<file path="src/rtl/pwm_medidor.sv">
// Purpose : measures the period and high time of an asynchronous PWM input, in clk ticks, and flags stuck inputs.
// Latency : a report (valido) comes 2 clk after the rising edge that closes the period is first sampled.
// Backpres: none; valido is a one-cycle strobe and the consumer must take periodo/alto when it is high.
//
// Ports:
//   clk        system clock, all logic on posedge
//   rst        asynchronous active-high reset
//   pwm_in     asynchronous PWM input (synchronised internally)
//   periodo    last measured period, clk ticks (held between reports)
//   alto       last measured high time, clk ticks (held between reports)
//   valido     one-cycle strobe: periodo/alto just updated
//   pegado_hi  input stuck high (timeout in the high phase)
//   pegado_lo  input stuck low (timeout in the low phase)
module pwm_medidor #(
    parameter int W       = 12,
    parameter int TIMEOUT = 4095
) (
    input  logic         clk,
    input  logic         rst,
    input  logic         pwm_in,
    output logic [W-1:0] periodo,
    output logic [W-1:0] alto,
    output logic         valido,
    output logic         pegado_hi,
    output logic         pegado_lo
);

    typedef enum logic [1:0] {
        ESPERA = 2'd0,
        ALTO   = 2'd1,
        BAJO   = 2'd2
    } estado_t;

    localparam logic [W-1:0] TMO = W'(TIMEOUT);
    localparam logic [W-1:0] UNO = W'(1);

    // s1/s2 resolve metastability; s3 is the previous synchronised sample for edge detection.
    logic s1, s2, s3;
    logic sube, baja;

    estado_t      estado, estado_n;
    logic [W-1:0] cnt_per, cnt_per_n;
    logic [W-1:0] cnt_hi, cnt_hi_n;
    // Set while the first period after ESPERA is in flight; that period may have
    // started from a spurious or partial edge, so it is measured but not reported.
    logic         primero, primero_n;

    logic [W-1:0] periodo_n, alto_n;
    logic         valido_n, pegado_hi_n, pegado_lo_n;
    logic [W-1:0] per_inc;

    assign sube = s2 & ~s3;
    assign baja = ~s2 & s3;

    // Saturating increment: an edge arriving on the timeout cycle wins over the
    // timeout, so cnt_per can sit at TIMEOUT for a cycle and must not wrap.
    assign per_inc = (cnt_per == TMO) ? cnt_per : cnt_per + UNO;

    always_ff @(posedge clk or posedge rst) begin
        if (rst) begin
            s1        <= 1'b0;
            s2        <= 1'b0;
            s3        <= 1'b0;
            estado    <= ESPERA;
            cnt_per   <= '0;
            cnt_hi    <= '0;
            primero   <= 1'b0;
            periodo   <= '0;
            alto      <= '0;
            valido    <= 1'b0;
            pegado_hi <= 1'b0;
            pegado_lo <= 1'b0;
        end else begin
            s1        <= pwm_in;
            s2        <= s1;
            s3        <= s2;
            estado    <= estado_n;
            cnt_per   <= cnt_per_n;
            cnt_hi    <= cnt_hi_n;
            primero   <= primero_n;
            periodo   <= periodo_n;
            alto      <= alto_n;
            valido    <= valido_n;
            pegado_hi <= pegado_hi_n;
            pegado_lo <= pegado_lo_n;
        end
    end

    always_comb begin
        estado_n    = estado;
        cnt_per_n   = cnt_per;
        cnt_hi_n    = cnt_hi;
        primero_n   = primero;
        periodo_n   = periodo;
        alto_n      = alto;
        valido_n    = 1'b0;
        pegado_hi_n = pegado_hi;
        pegado_lo_n = pegado_lo;

        unique case (estado)
            ESPERA: begin
                cnt_per_n = '0;
                cnt_hi_n  = '0;
                if (sube) begin
                    estado_n  = ALTO;
                    cnt_per_n = UNO;
                    cnt_hi_n  = UNO;
                    primero_n = 1'b1;
                end
            end

            ALTO: begin
                if (baja) begin
                    estado_n  = BAJO;
                    cnt_per_n = per_inc;
                end else if (cnt_per == TMO) begin
                    estado_n    = ESPERA;
                    cnt_per_n   = '0;
                    cnt_hi_n    = '0;
                    primero_n   = 1'b0;
                    periodo_n   = TMO;
                    alto_n      = TMO;
                    valido_n    = 1'b1;
                    pegado_hi_n = 1'b1;
                    pegado_lo_n = 1'b0;
                end else begin
                    cnt_per_n = per_inc;
                    // cnt_hi never exceeds cnt_per, so it cannot overflow here.
                    cnt_hi_n  = cnt_hi + UNO;
                end
            end

            BAJO: begin
                if (sube) begin
                    if (!primero) begin
                        periodo_n   = cnt_per;
                        alto_n      = cnt_hi;
                        valido_n    = 1'b1;
                        pegado_hi_n = 1'b0;
                        pegado_lo_n = 1'b0;
                    end
                    primero_n = 1'b0;
                    estado_n  = ALTO;
                    cnt_per_n = UNO;
                    cnt_hi_n  = UNO;
                end else if (cnt_per == TMO) begin
                    estado_n    = ESPERA;
                    cnt_per_n   = '0;
                    cnt_hi_n    = '0;
                    primero_n   = 1'b0;
                    periodo_n   = TMO;
                    alto_n      = '0;
                    valido_n    = 1'b1;
                    pegado_hi_n = 1'b0;
                    pegado_lo_n = 1'b1;
                end else begin
                    cnt_per_n = per_inc;
                end
            end

            default: begin
                estado_n  = ESPERA;
                cnt_per_n = '0;
                cnt_hi_n  = '0;
                primero_n = 1'b0;
            end
        endcase
    end

endmodule

</file>
<file path="config.mk">
export PLATFORM = sky130hd
export DESIGN_NAME = pwm_medidor
export DESIGN_NICKNAME = d
export VERILOG_FILES = /design/src/rtl/pwm_medidor.sv
export SDC_FILE = /design/constraint.sdc
export NUM_CORES = 1
export LEC_CHECK = 0
export ABC_CLOCK_PERIOD_IN_PS = 3000
export CAP_MARGIN = 40
export CORE_ASPECT_RATIO = 0.75
export CORE_MARGIN = 4
export CORE_UTILIZATION = 50
export DETAILED_ROUTE_END_ITERATION = 10
export HOLD_SLACK_MARGIN = 0.15
export MAX_ROUTING_LAYER = met4
export PLACE_DENSITY = 0.79
export SLEW_MARGIN = 20
export SYNTH_ARGS = -nofsm -noshare
export SYNTH_HDL_FRONTEND = slang
export SYNTH_SLANG_ARGS = --single-unit
</file>
<file path="constraint.sdc">
create_clock -name clk -period 3 [get_ports clk]
set_input_delay 0.75 -clock clk [delete_from_list [all_inputs] [get_ports clk]]
set_output_delay 0.75 -clock clk [all_outputs]
set_load 0.05 [all_outputs]
</file>
==> results.md <==
- Post-synthesis adder-cell area fraction: 3.413%
- Vias per inst: 5.954
- Global-route wire length before repair: 11120 µm
- # clock sinks: 57
- Post-route DRC: 0
- Power Density: a little over 1000 mW/mm²
- Nature of the critical path startpoint: flop
- Fin nets: 322
- Row count: 23
- Xor/xnor share of the synthesized area: less than 1%
- Initial DRT Pass Iterations: 5
- Slew @ Worst Pin: roughly 0.67 ns
- Post-synth cell types: 49
- CP max stage delay: 0.55 ns
- Post-synth EDFFs: 0
- Max FO, Critical Path: 14
- Dpl ws: between 0.4 and 0.5 ns
- Cells after synthesis: around 280
- Initial antenna violation count: 0
- Final Cycle Share: roughly 87%
- Leakage: 1.502 nW
- Worst Setup End Kind: flop
- DP HPWL: between 4000 and 5000 µm
- Area delta synth->final: 20.35%
- Final hold vios: 0
- Status: complete, no violations
- Antenna-violating nets left: 0
- Syn Nets: around 290
- Asr flop ratio synth: 100.0%
- Iter 0 DRT Violations: between 150 and 200
- Most common cell in the netlist: dfrtp_1
- Largest cells by area after synthesis: dfrtp_1 49%, nand2_1 4.7%, mux2_4 4.6%, o22a_1 3.6%, a31oi_1 3.4%
- Number of global-route vias before repair: approximately 2.2k
- Clock latency at the later pin of the worst-skew pair: about 0.34 ns
- Synth Area in Compound Gates: 16.64%
- Vias: about 2.3k
- Post-layout instance area: ~0.0035 mm²
- Die width: around 96 µm
- Critical Path, Cell by Cell: ha_1 -> nand4_1 -> nor3_4 -> inv_4 -> a21oi_4 -> mux2_2
- Largest family of logic cells by synthesized area: simple AND/OR/NAND/NOR gates
- Cell Area, Synth: about 0.0029 mm²
- Core area: 0.005497 mm²
- Fmax achieved: about 0.38 GHz
- CTS tree: built
- Post-synthesis mux area share: 8.959%
- # Max-Cap Violations: 0
- HP Class: flop to flop
- Placer Congestion: around 0.9
- Post-CTS Resized: 0
- H-tree depth: 3
- Final setup viols: 0
- WL final: approximately 6500 µm
- Placement Cell Area: around 0.0033 mm²
- Layout cell share with drive strength beyond 1: about 14%
- Cts bufs inserted: 9
- Synth area leader: dfrtp_1
- Fin crit period: approximately 2.6 ns
- All-Layer GR Usage: 21.23%
- Post-CTS Repair Setup Buffers: 0
- FF/Latch Area: 0.001426 mm²
- Prevailing post-synth register cell: dfrtp_1
- Pin count of the biggest net entering global routing: 31
- Critical Path RT: about 3.2 ns
- Post-Synth Simple-Gate Area: 17.75%
- Die Height: 74.33 µm
- Multi-input gate area: ~0.0014 mm²
- Hold Crit Depth: 0
- Post-synthesis average cell area: 10.55 µm²
- Setup TNS: 0 ns
- Antenna cells: 0
- Max VDD drop: around 0.6 mV
- Most frequent cells after synthesis: 57 x dfrtp_1, 37 x nand2_1, 16 x a31oi_1
- Sequential fraction of the synthesis area: between 40% and 50%
- RSZ-0062 raised after global routing: no
- CP Data Arrival Time: between 2 and 3 ns
- Max stage delay cell, worst path: a21oi_4
- Cts hold-fix bufs: 0
- Grt ovf: 0
- Starting Density: approximately 53%
- Fin Hold WS: 0.3507 ns
- Final Max Tran Viols: 0
- Yosys top cell area share: approximately half
- Clk slew on worst S/H paths: about 0.060 ns
- Relative slew slack: 55.21%
- I/O Buffers: 29
- Register bit total from synthesis: 57
- Die Area: ~0.0072 mm²
- Clock Tree Root: clkbuf_8
- Synth warnings: 0
- Cells on worst reg2reg path: 6
- Placed insts: about 380
- I/O pins: 30
- Clock Tree Buf Depth: 2
- Crit path kind: flop to flop
- Final non-filler cell total: between 300 and 400
- Filler Cell Count: approximately 430
- Clock Skew: 0.009521 ns
- Wire per inst: roughly 17 µm
- Final WS setup: between 0.3 and 0.4 ns
metrics by stage:
stage               util, %  power (W)
floorplan                 -   0.002339
global placement      59.91   0.002738
detailed placement    60.05   0.002778
CTS                   64.22   0.003605
global route          64.22   0.003791
finish                64.22   0.003589
worst max-delay path: cells and delay by family, from the launching register on:
| family | cells | cell delay, ns |
|---|---|---|
| mux | 1 | 0.41 |
| fa+ha+maj | 1 | 0.30 |
| buf+inv | 1 | 0.12 |
| flops | 1 | 0.40 |
| compound gates | 1 | 0.55 |
| simple gates | 2 | 0.70 |
area by class of cell:
class	count	share of cell area (%)
sequential	57	40.41
multi-input combinational	197	39.35
timing repair buffer	35	9.855
clock buffer	11	4.289
tap	75	2.659
clock inverter	5	2.198
inverter	11	1.241
layout by cell type, fill, tap and decap left out, drive strengths merged, types with 4 or more instances in the layout:
cell type and count:
a211oi 4, a21oi 7, a31oi 16, and3 7, buf 6, clkbuf 11
clkdlybuf4s50 29, dfrtp 57, ha 8, inv 11, mux2 15, mux2i 6
nand2 37, nand2b 6, nand3 11, nand4 8, nor2 6, nor3 10
o211ai 4, o21ai 9, o22a 12
final timing paths:
path	slack [ns]	from	to
min in group asynchronous	0.67	rst	cnt_per[7]$_DFF_PP0_
min	0.35	s1$_DFF_PP0_	s2$_DFF_PP0_
max	0.39	cnt_per[0]$_DFF_PP0_	pegado_lo$_DFFE_PP0P_
max reg2reg	0.39	cnt_per[0]$_DFF_PP0_	pegado_lo$_DFFE_PP0P_
max in group asynchronous	1.81	rst	estado[0]$_DFFE_PP0P_
min reg2reg	0.35	s1$_DFF_PP0_	s2$_DFF_PP0_
cell families after synthesis:
logic type | after synthesis
XOR/XNOR | 2
multiplexers | 21
buffers and inverters | 24
AND/OR/NAND/NOR | 99
adder cells (fa/ha/maj) | 8
flip-flops | 57
AO/OA/AOI/OAI | 67
registers in the layout, summed over array words and instances, names as in the netlist:
name       flops
alto          12
cnt_hi        12
cnt_per       12
periodo       12
estado         2
pegado_hi      1
pegado_lo      1
primero        1
s1             1
s2             1
s3             1
valido         1
where the power goes:
part,switching (W),internal (W)
Combinational,0.00105,0.000625
Clock,0.000306,0.000509
Sequential,0.000142,0.000954
per-layer routing:
metal | track usage (%) | part of all wire [%] | vias up
met5 | - | 0 | -
met4 | 5.443 | 0.77 | 0
met3 | 7.786 | 6.8 | 8
met2 | 27.31 | 42 | 85
met1 | 31.34 | 51 | 1134
li1 | - | - | 1101
(Power assumes the default switching activity.)
